### src/rtl/brch_resolve_recover_pkg.sv
// Shared types and constants for the branch resolution / recovery unit.
package brch_pkg;

  typedef enum logic [1:0] {
    IDLE  = 2'd0,
    BR_ID = 2'd1,
    FLUSH = 2'd2
  } brch_st_e;

  localparam int unsigned PC_INCR = 4;

endpackage

### src/rtl/brch_resolve_recover_if.sv
// Pipeline-side bundle of the branch resolution unit: master is the pipeline, slave is the unit.
interface brch_resolve_recover_if #(
  parameter int PC_W  = 32,
  parameter int CNT_W = 16
);

  logic             brch_instr_detectd_IF;
  logic             prediction;
  logic [PC_W-1:0]  pc_IF;
  logic             brch_hazard_stall;
  logic             actual_brch_result;
  logic [PC_W-1:0]  brch_target_ID;
  logic             brch_instr_detectd_ID;
  logic             redirect_valid;
  logic [PC_W-1:0]  redirect_pc;
  logic             flush_IF;
  logic             flush_ID;
  logic [CNT_W-1:0] branch_cnt;
  logic [CNT_W-1:0] mispred_cnt;

  modport master (
    output brch_instr_detectd_IF, prediction, pc_IF, brch_hazard_stall,
           actual_brch_result, brch_target_ID,
    input  brch_instr_detectd_ID, redirect_valid, redirect_pc, flush_IF,
           flush_ID, branch_cnt, mispred_cnt
  );

  modport slave (
    input  brch_instr_detectd_IF, prediction, pc_IF, brch_hazard_stall,
           actual_brch_result, brch_target_ID,
    output brch_instr_detectd_ID, redirect_valid, redirect_pc, flush_IF,
           flush_ID, branch_cnt, mispred_cnt
  );

endinterface

### src/rtl/brch_resolve_recover_sat_counter.sv
// Registered up-counter that sticks at all-ones instead of wrapping.
module sat_counter #(
  parameter int CNT_W = 16
) (
  input  logic             clk,
  input  logic             rst_n,
  input  logic             inc,
  output logic [CNT_W-1:0] value
);

  logic [CNT_W-1:0] value_q;
  logic [CNT_W-1:0] value_d;

  // Next count: step only while below the ceiling.
  always_comb begin
    value_d = value_q;
    if (inc && (value_q != {CNT_W{1'b1}})) begin
      value_d = value_q + {{(CNT_W-1){1'b0}}, 1'b1};
    end else begin
      value_d = value_q;
    end
  end

  // Count register with synchronous reset.
  always_ff @(posedge clk) begin
    if (!rst_n) begin
      value_q <= {CNT_W{1'b0}};
    end else begin
      value_q <= value_d;
    end
  end

  assign value = value_q;

endmodule

### src/rtl/brch_resolve_recover.sv
// Carries the IF prediction to ID, resolves it there and issues a one-cycle redirect/flush on mismatch.
module brch_resolve_recover #(
  parameter int PC_W  = 32,
  parameter int CNT_W = 16
) (
  input logic                    clk,
  input logic                    rst_n,
  brch_resolve_recover_if.slave  bus
);

  import brch_pkg::*;

  brch_st_e        state_q, state_d;
  logic            slot_vld_q, slot_vld_d;
  logic            slot_pred_q, slot_pred_d;
  logic [PC_W-1:0] slot_pc_q, slot_pc_d;
  logic [PC_W-1:0] redirect_pc_q, redirect_pc_d;
  logic            redirect_valid_q, redirect_valid_d;
  logic            flush_if_q, flush_if_d;
  logic            flush_id_q, flush_id_d;

  logic            resolve_s;
  logic            mismatch_s;
  logic            capture_s;

  // A capture is only legal when the slot is free now or is freed by a correct resolve.
  assign resolve_s  = (state_q == BR_ID) && !bus.brch_hazard_stall;
  assign mismatch_s = resolve_s && (bus.actual_brch_result != slot_pred_q);
  assign capture_s  = bus.brch_instr_detectd_IF &&
                      ((state_q == IDLE) || (resolve_s && !mismatch_s));

  // State register.
  always_ff @(posedge clk) begin
    if (!rst_n) begin
      state_q <= IDLE;
    end else begin
      state_q <= state_d;
    end
  end

  // Next-state logic.
  always_comb begin
    state_d = state_q;
    case (state_q)
      IDLE: begin
        if (capture_s) state_d = BR_ID;
        else           state_d = IDLE;
      end
      BR_ID: begin
        if (bus.brch_hazard_stall) state_d = BR_ID;
        else if (mismatch_s)       state_d = FLUSH;
        else if (capture_s)        state_d = BR_ID;
        else                       state_d = IDLE;
      end
      FLUSH:   state_d = IDLE;
      default: state_d = IDLE;
    endcase
  end

  // Output / datapath next values; redirect and flushes go high the cycle after a mismatch.
  always_comb begin
    slot_vld_d       = slot_vld_q;
    slot_pred_d      = slot_pred_q;
    slot_pc_d        = slot_pc_q;
    redirect_pc_d    = redirect_pc_q;
    redirect_valid_d = mismatch_s;
    flush_if_d       = mismatch_s;
    flush_id_d       = mismatch_s;

    if (capture_s) begin
      slot_vld_d  = 1'b1;
      slot_pred_d = bus.prediction;
      slot_pc_d   = bus.pc_IF;
    end else if (resolve_s) begin
      slot_vld_d  = 1'b0;
    end else begin
      slot_vld_d  = slot_vld_q;
    end

    if (mismatch_s) begin
      if (bus.actual_brch_result) redirect_pc_d = bus.brch_target_ID;
      else                        redirect_pc_d = slot_pc_q + PC_W'(PC_INCR);
    end else begin
      redirect_pc_d = redirect_pc_q;
    end
  end

  // Slot and registered outputs.
  always_ff @(posedge clk) begin
    if (!rst_n) begin
      slot_vld_q       <= 1'b0;
      slot_pred_q      <= 1'b0;
      slot_pc_q        <= {PC_W{1'b0}};
      redirect_pc_q    <= {PC_W{1'b0}};
      redirect_valid_q <= 1'b0;
      flush_if_q       <= 1'b0;
      flush_id_q       <= 1'b0;
    end else begin
      slot_vld_q       <= slot_vld_d;
      slot_pred_q      <= slot_pred_d;
      slot_pc_q        <= slot_pc_d;
      redirect_pc_q    <= redirect_pc_d;
      redirect_valid_q <= redirect_valid_d;
      flush_if_q       <= flush_if_d;
      flush_id_q       <= flush_id_d;
    end
  end

  sat_counter #(.CNT_W(CNT_W)) u_branch_cnt (
    .clk   (clk),
    .rst_n (rst_n),
    .inc   (resolve_s),
    .value (bus.branch_cnt)
  );

  sat_counter #(.CNT_W(CNT_W)) u_mispred_cnt (
    .clk   (clk),
    .rst_n (rst_n),
    .inc   (mismatch_s),
    .value (bus.mispred_cnt)
  );

  assign bus.brch_instr_detectd_ID = slot_vld_q;
  assign bus.redirect_valid        = redirect_valid_q;
  assign bus.redirect_pc           = redirect_pc_q;
  assign bus.flush_IF              = flush_if_q;
  assign bus.flush_ID              = flush_id_q;

endmodule

### src/flat_wrapper.sv
// flat-port wrapper written by rule: the top's interface ports become plain ports
module brch_resolve_recover_flat import brch_pkg::*;
#(
  parameter int PC_W  = 32,
  parameter int CNT_W = 16
)
  (clk, rst_n, bus_brch_instr_detectd_IF, bus_prediction, bus_pc_IF, bus_brch_hazard_stall, bus_actual_brch_result, bus_brch_target_ID, bus_brch_instr_detectd_ID, bus_redirect_valid, bus_redirect_pc, bus_flush_IF, bus_flush_ID, bus_branch_cnt, bus_mispred_cnt);
  brch_resolve_recover_if #(.PC_W(PC_W), .CNT_W(CNT_W)) bus_i ();
  input logic clk;
  input logic rst_n;
  input wire logic [$bits(bus_i.brch_instr_detectd_IF)-1:0] bus_brch_instr_detectd_IF;
  input wire logic [$bits(bus_i.prediction)-1:0] bus_prediction;
  input wire logic [$bits(bus_i.pc_IF)-1:0] bus_pc_IF;
  input wire logic [$bits(bus_i.brch_hazard_stall)-1:0] bus_brch_hazard_stall;
  input wire logic [$bits(bus_i.actual_brch_result)-1:0] bus_actual_brch_result;
  input wire logic [$bits(bus_i.brch_target_ID)-1:0] bus_brch_target_ID;
  output wire logic [$bits(bus_i.brch_instr_detectd_ID)-1:0] bus_brch_instr_detectd_ID;
  output wire logic [$bits(bus_i.redirect_valid)-1:0] bus_redirect_valid;
  output wire logic [$bits(bus_i.redirect_pc)-1:0] bus_redirect_pc;
  output wire logic [$bits(bus_i.flush_IF)-1:0] bus_flush_IF;
  output wire logic [$bits(bus_i.flush_ID)-1:0] bus_flush_ID;
  output wire logic [$bits(bus_i.branch_cnt)-1:0] bus_branch_cnt;
  output wire logic [$bits(bus_i.mispred_cnt)-1:0] bus_mispred_cnt;
  assign bus_i.brch_instr_detectd_IF = bus_brch_instr_detectd_IF;
  assign bus_i.prediction = bus_prediction;
  assign bus_i.pc_IF = bus_pc_IF;
  assign bus_i.brch_hazard_stall = bus_brch_hazard_stall;
  assign bus_i.actual_brch_result = bus_actual_brch_result;
  assign bus_i.brch_target_ID = bus_brch_target_ID;
  assign bus_brch_instr_detectd_ID = bus_i.brch_instr_detectd_ID;
  assign bus_redirect_valid = bus_i.redirect_valid;
  assign bus_redirect_pc = bus_i.redirect_pc;
  assign bus_flush_IF = bus_i.flush_IF;
  assign bus_flush_ID = bus_i.flush_ID;
  assign bus_branch_cnt = bus_i.branch_cnt;
  assign bus_mispred_cnt = bus_i.mispred_cnt;
  brch_resolve_recover #(.PC_W(PC_W), .CNT_W(CNT_W)) u_core (.clk(clk), .rst_n(rst_n), .bus(bus_i));
endmodule
### config.mk
export PLATFORM = sky130hd
export DESIGN_NAME = brch_resolve_recover_flat
export DESIGN_NICKNAME = d
export VERILOG_FILES = /design/src/rtl/brch_resolve_recover_pkg.sv /design/src/rtl/brch_resolve_recover_if.sv /design/src/rtl/brch_resolve_recover_sat_counter.sv /design/src/rtl/brch_resolve_recover.sv /design/src/flat_wrapper.sv
export SDC_FILE = /design/constraint.sdc
export NUM_CORES = 1
export LEC_CHECK = 0
export CORE_UTILIZATION = 43
export CTS_CLUSTER_DIAMETER = 150
export DETAILED_ROUTE_END_ITERATION = 8
export PLACE_DENSITY = 0.84
export REMOVE_ABC_BUFFERS = 1
export SLEW_MARGIN = 40
export SYNTH_ARGS = -nofsm -noshare
export SYNTH_HDL_FRONTEND = slang
export SYNTH_SLANG_ARGS = --single-unit
### constraint.sdc
create_clock -name clk -period 2 [get_ports clk]
set_input_delay 0.2 -clock clk [delete_from_list [all_inputs] [get_ports clk]]
set_output_delay 0.2 -clock clk [all_outputs]
set_load 0.02 [all_outputs]
==> Word level (Yosys, flattened, before mapping) <==
Index checks and enable logic that the tools add are counted.
{ "classes": {"add_sub_neg": 3, "multipliers": 0, "div_mod_pow": 0, "order_cmp": 0, "n_eq_ne": 4, "shifts": 0, "mux": 7, "bitwise": 0, "n_reduce_logical": 11} }
{ "ops": {"columns": ["operator", "count"], "rows": [
  ["16-bit by 1-bit adder with 16-bit output, second input constant", 2],
  ["32-bit by 3-bit adder with 32-bit output, second input constant", 1],
  ["32-bit two-way mux", 1],
  ["16-bit != test, second input constant", 2],
  ["1-bit logical AND", 6],
  ["2-bit two-way mux", 2],
  ["2-bit case mux with 2 select lines", 1],
  ["1-bit two-way mux", 3],
  ["2-bit by 1-bit == test with 1-bit output, second input constant", 1],
  ["1-bit logical NOT", 2],
  ["2-bit logical NOT", 1],
  ["2-bit nonzero test", 1],
  ["1-bit logical OR", 1],
  ["1-bit != test", 1]
]} }
{ "totals": {"reg_bits": 101, "latch_bits": 0, "ram_bits": 0, "rom_bits": 0, "inputBits": 70, "n_memories": 0} }

==> Longest topological paths before layout <==
Gate-level depths: netlist of run 1.
{ "logic_depth": {"word_depth": 11, "ltp_mapped": 7, "mapped_depth_nobuf": 6} }

==> Cells and area by module <==
A second synthesis of run 1 with hierarchy kept.
{ "unflattened": {"cells_unflattened": 620, "area_unflattened_um2": 5104.9} }
{ "modules_own_cells": {"columns": ["module", "instances", "cells_each", "area_per_inst_um2", "seq_area_each_um2"], "rows": [
  ["brch_resolve_recover", 1, 426, 3430.8, 1381.3],
  ["sat_counter", 2, 97, 837.1, 320.3]
]} }

==> Worst setup path before layout of run 1 <==
Ideal clock, no wire load.
{ "synth_path": {"kind": "reg2reg", "start": "register u_core.u_mispred_cnt.value_q[0], in the netlist u_core.u_mispred_cnt.value[0]", "end": "register u_core.u_mispred_cnt.value_q[14], in the netlist u_core.u_mispred_cnt.value[14]", "setup_time_ps": 70, "arrival_time_ps": 2050, "t_required_ps": 1930, "setup_slack_ps": -120, "path_stages_with_launch": 7, "period_less_slack_ps": 2120, "path_cell_list": "dfxtp_1 ha_1 inv_1 or4b_1 buf_2 or4_1 a21oi_1"} }
{ "synth_between": {"elab_chain_cells": 2, "word_cells_on_any_way": 3, "classes_between": "1 x add/sub; 1 x eq/ne; 1 x reduce/logical"} }
{ "synth_lines": {"columns": ["element", "line", "rtl"], "rows": [
  ["start: declaration", "brch_resolve_recover_sat_counter.sv:11", "logic [CNT_W-1:0] value_q;"],
  ["start signal: assignment", "brch_resolve_recover_sat_counter.sv:27", "value_q <= {CNT_W{1'b0}};"],
  ["start signal: assignment", "brch_resolve_recover_sat_counter.sv:29", "value_q <= value_d;"],
  ["parallel branches: the longest is 2 deep, another holds 16-bit by 1-bit adder with 16-bit output", null, null]
]} }
Several ways; the timed one is not identified.
A chain may end at the register's enable or synchronous reset.

==> Worst setup path after layout of run 1 <==
{ "layout_path": {"start": "register u_core.state_q[1]", "end": "register u_core.u_mispred_cnt.value_q[14], in the netlist u_core.u_mispred_cnt.value[14]"} }
{ "layout_between": {"elab_chain_cells": 4} }
{ "layout_lines": {"columns": ["element", "line", "rtl"], "rows": [
  ["start: declaration", "brch_resolve_recover.sv:13", "brch_st_e state_q, state_d;"],
  ["start signal: assignment", "brch_resolve_recover.sv:37", "state_q <= state_d;"],
  ["2-bit by 1-bit == test with 1-bit output", "brch_resolve_recover.sv:27", "assign resolve_s = (state_q == BR_ID) && !bus.brch_hazard_stall;"],
  ["1-bit logical AND", "brch_resolve_recover.sv:27", null],
  ["1-bit logical AND", "brch_resolve_recover.sv:28", "assign mismatch_s = resolve_s && (bus.actual_brch_result != slot_pred_q);"],
  ["1-bit logical AND", "brch_resolve_recover_sat_counter.sv:17", "if (inc && (value_q != {CNT_W{1'b1}})) begin"]
]} }
Every way passes these cells.

==> flow_metrics.tcl, run 1 <==
set metrics [dict create \
    cts_made_buffers 9 \
    powerDensity_mw_per_mm2 602 \
    outcome "completed" \
    synth-adder-area-share_pct 0.797 \
    startpoint "u_core.state_q[1]$_SDFF_PN0_" \
    reg2reg_slack_ps 30 \
    total_leakage_power_uw 0.00244 \
    path_clk_slew_ps 100 \
    avgSynthCellArea_um2 8.10 \
    crit_end "u_core.u_mispred_cnt.value[14]$_SDFFE_PN0P_" \
    clock_skew_ps 8.53 \
    vias_per_cell 5.41 \
    cts_sinks 101 \
    drv_slew 0 \
    async_flop_share_pct 0 \
    maxSlewHeadroom_pct 73.4 \
    vias 4781 \
    core_area_mm2 0.0105 \
    yosysSeqAreaShare_pct 42.9 \
    worstPathMaxFanout 2 \
    fin_cells 883 \
    syn_to_final_growth_pct 43.9 \
    cts_resized 0 \
    grt_pass1_vias 4500 \
    cap_violations 0 \
    core.rowCount 37 \
    overflow 0 \
    finalHoldViolCount 0 \
    hold_slack_ps 374 \
    gp_congestion 0.878 \
    n_antenna_cell 0 \
    yosys_warnings 0 \
    layout-drive-gt1-share_pct 10.3 \
    period_needed_ps 1970 \
    r2r_end "u_core.u_mispred_cnt.value[14]$_SDFFE_PN0P_" \
    rsz0062_at_grt "no" \
    clk_path_buf_depth 2 \
    reg2reg_from "u_core.state_q[1]$_SDFF_PN0_" \
    die_w_um 107 \
    cp_data_arrival_time_ps 2260 \
    htreeDepth 3 \
    reg2reg_depth 4 \
    fin_crit_sh_pct 98.4 \
    drtPass1Iterations 4 \
    ios 138 \
    grt_pass1_wl_um 20700 \
    hold_buffers 0 \
    layout.nets 817 \
    synthXorXnorAreaFrac_pct 9.48 \
    ys_types 48 \
    vdd_drop_max_mv 0.338 \
    cts_root_buf "clkbuf_8" \
    crit_path_start_kind "flip-flop" \
    antenna_found_initial 0 \
    cp-end-kind "flip-flop" \
    start_util_pct 45.0 \
    synth_seq_cells 101 \
    track_usage_pct 22.8 \
    cts_tree "yes" \
    hold_class "primary input to flip-flop" \
    syn_area_mm2 0.00471 \
    max_freq_ghz 0.508 \
    wl_per_cell_um 14.6 \
    worst_slew_pin_slew_ps 395 \
    cts_setup_buffers 0 \
    portBuffers 137 \
    dp_hpwl_um 9780 \
    synth_edf_count 0 \
    die_y_um 107 \
    clk-insertion-delay-late_ps 360 \
    post-route-drc-count 0 \
    synth_top_family_by_area "simple AND/OR/NAND/NOR gates" \
    synth_compound_area_share_pct 14.9 \
    synthSimpleGateAreaFrac_pct 26.4 \
    critical_path_class "flip-flop to flip-flop" \
    dr.first_iter.drc_count 181 \
    setup_viol 0 \
    dieArea_mm2 0.0114 \
    drtAntennaViolNets 0 \
    wl_um 12900 \
    synth.mux.area_fraction_pct 1.27 \
    dp_cells 869 \
    grt_max_degree 56 \
    syn_inst 582 \
    synth_ff_type "dfxtp_1" \
    required_ps 2290 \
]
## metrics by stage
step           setup TNS, ps  area (um2)  power (uW)  utilization [%]  setup slack [ps]
2_1_floorplan           -817        4550        2400                -              -232
3_3_place_gp           -1170        6530        2720             62.4              -259
3_5_place_dp           -2080        6530        2730             62.4              -282
4_1_cts                    0        6740        4110             64.4              4.02
5_1_grt                    0        6780        4250             64.8              11.6
6_report                   0        6780        4080             64.8              32.0
## kinds of logic after synthesis
family,count (synthesis)
xor gates and xnor gates,51
buffers and inverters,47
DFF,101
muxes,6
adders and majority gates,3
AOI/OAI and AO/OA,119
and+or+nand+nor,255
## routing by layer
| layer | part of all wire [%] | wire [um] | vias to the layer above | GRT usage, % |
|---|---|---|---|---|
| met3 | 5.5 | 714 | 24 | 2.92 |
| met1 | 42 | 5440 | 2209 | 27.8 |
| met5 | 0 | 0 | - | 0 |
| met2 | 50 | 6410 | 162 | 39.9 |
| li1 | - | - | 2386 | - |
| met4 | 2.5 | 318 | 0 | 10.2 |
## where the power goes
part | internal (uW) | switching, uW
clock | 701 | 692
sequential | 2080 | 55.8
combinational | 297 | 261
total | 3070 | 1010
## flip-flops by register name (all words and copies together) (netlist names)
name                              flops
u_core.bus.redirect_pc               32
u_core.slot_pc_q                     32
u_core.bus.brch_instr_detectd_ID      1
u_core.slot_pred_q                    1
u_core.state_q                        2
u_core.bus.redirect_valid             1
u_core.u_mispred_cnt.value           16
u_core.u_branch_cnt.value            16
## Yosys cell counts, types with 8 or more instances
library cell | number | share of area (%)
a211oi_1 | 8 | 1.3
a21oi_1 | 55 | 5.8
and3_1 | 19 | 2.5
and4_1 | 8 | 1.5
clkbuf_1 | 28 | 2.2
dfxtp_1 | 101 | 43
inv_1 | 10 | 0.80
nand2_1 | 100 | 8.0
nand3_1 | 35 | 3.7
nand4_1 | 17 | 2.3
nor2_1 | 31 | 2.5
nor3_1 | 15 | 1.6
o21ai_0 | 20 | 2.1
o22ai_1 | 10 | 1.3
xnor2_1 | 23 | 4.3
xor2_1 | 28 | 5.2
## how the worst min path moves through the flow
stage                                           startpoint                                          to  slack (ps)  cells after the start
finish                                        bus_pc_IF[3]            u_core.slot_pc_q[3]$_SDFFE_PN0P_         370                      3
global route                                 bus_pc_IF[24]           u_core.slot_pc_q[24]$_SDFFE_PN0P_         380                      3
CTS                                           bus_pc_IF[3]            u_core.slot_pc_q[3]$_SDFFE_PN0P_         360                      3
detailed placement  u_core.bus.redirect_pc[5]$_SDFFE_PN0P_      u_core.bus.redirect_pc[5]$_SDFFE_PN0P_         450                      2
global placement    u_core.bus.redirect_pc[6]$_SDFFE_PN0P_      u_core.bus.redirect_pc[6]$_SDFFE_PN0P_         450                      2
floorplan                                            rst_n  u_core.u_branch_cnt.value[10]$_SDFFE_PN0P_         320                      1
## placed cells by master (no fill, tap or decap), drive strengths merged, types with 7 or more instances in the layout
cell	count
xor2	28
clkbuf	9
a211oi	8
dfxtp	101
nand2	100
nand4	17
buf	51
nor3	15
nor2	31
nand3	35
a21oi	55
and2	7
and3	19
xnor2	23
and4	8
clkdlybuf4s50	137
o21ai	21
o22ai	10
inv	12
## worst max-delay path: stages (launching register included)
cell and delay [ps]:
dfxtp_1 330, or3b_4 400, or4b_4 520, or4_1 510, a21oi_1 140
## area by class of cell
type                       instances  area, um2
sequential                       101       2020
tap                              136        170
clock buffer                       9        124
clock inverter                     5       85.1
fill                             888       3680
timing repair buffer             188       1800
multi-input combinational        434       2530
inverter                          10       37.5
Power figures use the tool's default switching activity.
==> run 2, diff against run 1 <==
--- a/config.mk
+++ b/config.mk
@@ -5,6 +5,7 @@
 export SDC_FILE = /design/constraint.sdc
 export NUM_CORES = 1
 export LEC_CHECK = 0
+export CORE_ASPECT_RATIO = 0.8
 export CORE_UTILIZATION = 43
 export CTS_CLUSTER_DIAMETER = 150
 export DETAILED_ROUTE_END_ITERATION = 8
==> flow_metrics.tcl, run 2 (synthesis results as in run 1) <==
set metrics [dict create \
    cts_made_buffers 9 \
    wl_um 14000 \
    cp_data_arrival_time_ps 2210 \
    maxSlewHeadroom_pct 68.6 \
    worstPathMaxFanout 5 \
    crit_path_start_kind "flip-flop" \
    cts_sinks 101 \
    max_freq_ghz 0.506 \
    path_clk_slew_ps 70 \
    htreeDepth 3 \
    place_ws_ps -342 \
    portBuffers 137 \
    grt_pass1_vias 4623 \
    vias_per_cell 5.52 \
    period_needed_ps 1970 \
    layout.nets 817 \
    hold_buffers 0 \
    syn_to_final_growth_pct 46.5 \
    reg2reg_slack_ps 30 \
    rsz0062_at_grt "yes" \
    ios 138 \
    clk_path_buf_depth 2 \
    required_ps 2230 \
    start_util_pct 45.1 \
    holdPathStages 3 \
    hold_end "u_core.slot_pc_q[0]$_SDFFE_PN0P_" \
    final_cell_mix "137 x clkdlybuf4s50_1, 101 x dfxtp_1, 100 x nand2_1" \
    final_common_cell "clkdlybuf4s50_1" \
    drtAntennaViolNets 0 \
    cp-end-kind "flip-flop" \
    dieArea_mm2 0.0114 \
    worst_slew_pin_slew_ps 468 \
    hold_class "primary input to flip-flop" \
    track_usage_pct 24.6 \
    setup_viol 0 \
    finalHoldViolCount 0 \
    cts_setup_buffers 0 \
    fin_ws_ps 25.2 \
    min_from "bus_pc_IF[0]" \
    vdd_drop_max_mv 0.519 \
    layout-drive-gt1-share_pct 10.1 \
    powerDensity_mw_per_mm2 656 \
    drtPass1Iterations 5 \
    n_antenna_cell 0 \
    post-route-drc-count 0 \
    critical_path_class "flip-flop to flip-flop" \
    gp_congestion 0.844 \
    hold_slack_ps 399 \
    clk-insertion-delay-late_ps 350 \
    r2r_end "u_core.u_mispred_cnt.value[8]$_SDFFE_PN0P_" \
    vias 4907 \
    reg2reg_from "u_core.u_mispred_cnt.value[5]$_SDFFE_PN0P_" \
    core.rowCount 33 \
    cap_violations 0 \
    antenna_found_initial 0 \
    dp_hpwl_um 10100 \
    wl_per_cell_um 15.8 \
    grt_max_degree 46 \
    fin_crit_sh_pct 98.7 \
    drv_slew 0 \
    core_area_mm2 0.0104 \
    reg2reg_depth 6 \
    total_leakage_power_uw 0.00249 \
    grt_pass1_wl_um 22100 \
    die_w_um 119 \
    dr.first_iter.drc_count 434 \
    overflow 0 \
    cts_tree "yes" \
    clock_skew_ps 5.61 \
    cts_root_buf "clkbuf_16" \
    die_y_um 95.6 \
    outcome "completed" \
]
==> run 2: worst max-delay path, cell delays in order, from the launching register on <==
cell and delay (ps):
dfxtp_1 400, nand4_1 270, or4b_4 560, buf_4 180
a211oi_2 240, xnor2_1 160, nor2_1 60
==> run 2: area by class of cell <==
type / count / area (um2)
Multi-Input combinational cell: 434 / 2550
Clock buffer: 12 / 236
Inverter: 10 / 37.5
Clock inverter: 4 / 72.6
Tap cell: 140 / 175
Fill cell: 850 / 3540
Timing Repair Buffer: 188 / 1800
Sequential cell: 101 / 2020
==> run 2: worst max-delay path by stage <==
stage	start	end	slack, ps
floorplan	u_core.state_q[0]$_SDFF_PN0_	u_core.u_mispred_cnt.value[3]$_SDFFE_PN0P_	-230
detailed placement	bus_brch_hazard_stall	u_core.u_mispred_cnt.value[14]$_SDFFE_PN0P_	-340
global route	u_core.u_mispred_cnt.value[5]$_SDFFE_PN0P_	u_core.u_mispred_cnt.value[14]$_SDFFE_PN0P_	-60
CTS	u_core.state_q[1]$_SDFF_PN0_	u_core.u_mispred_cnt.value[12]$_SDFFE_PN0P_	20
finish	u_core.u_mispred_cnt.value[5]$_SDFFE_PN0P_	u_core.u_mispred_cnt.value[8]$_SDFFE_PN0P_	30
global placement	bus_brch_hazard_stall	u_core.u_mispred_cnt.value[8]$_SDFFE_PN0P_	-270
==> run 2: routing by layer <==
| metal | vias to the layer above | part of all wire (%) | global-route usage, % |
|---|---|---|---|
| li1 | 2384 | - | - |
| met1 | 2285 | 42 | 29.5 |
| met2 | 209 | 50 | 43.4 |
| met3 | 29 | 6.0 | 5.50 |
| met4 | 0 | 1.9 | 9.49 |
| met5 | - | 0 | 0 |
==> run 2: stage by stage <==
step | instance area (um2) | util, % | TNS [ps] | cells | power, uW
2_1_floorplan | 4550 | - | -817 | 545 | 2400
3_3_place_gp | 6530 | 62.5 | -1380 | 873 | 2720
3_5_place_dp | 6530 | 62.5 | -2030 | 873 | 2740
4_1_cts | 6850 | 65.6 | 0 | 889 | 4540
5_1_grt | 6900 | 66.1 | -133 | 889 | 4670
6_report | 6900 | 66.1 | 0 | 889 | 4530
==> run 2: what timing repair did <==
item                                    4_1_cts  5_1_grt
endpoints found under the setup margin        1        6
hold endpoints to repair                      0        0
gates resized for setup                       1       10
==> run 2: where the power goes <==
part / internal, uW / switching [uW]
Clock: 1100 / 732
Sequential: 2080 / 61.4
Combinational: 295 / 267
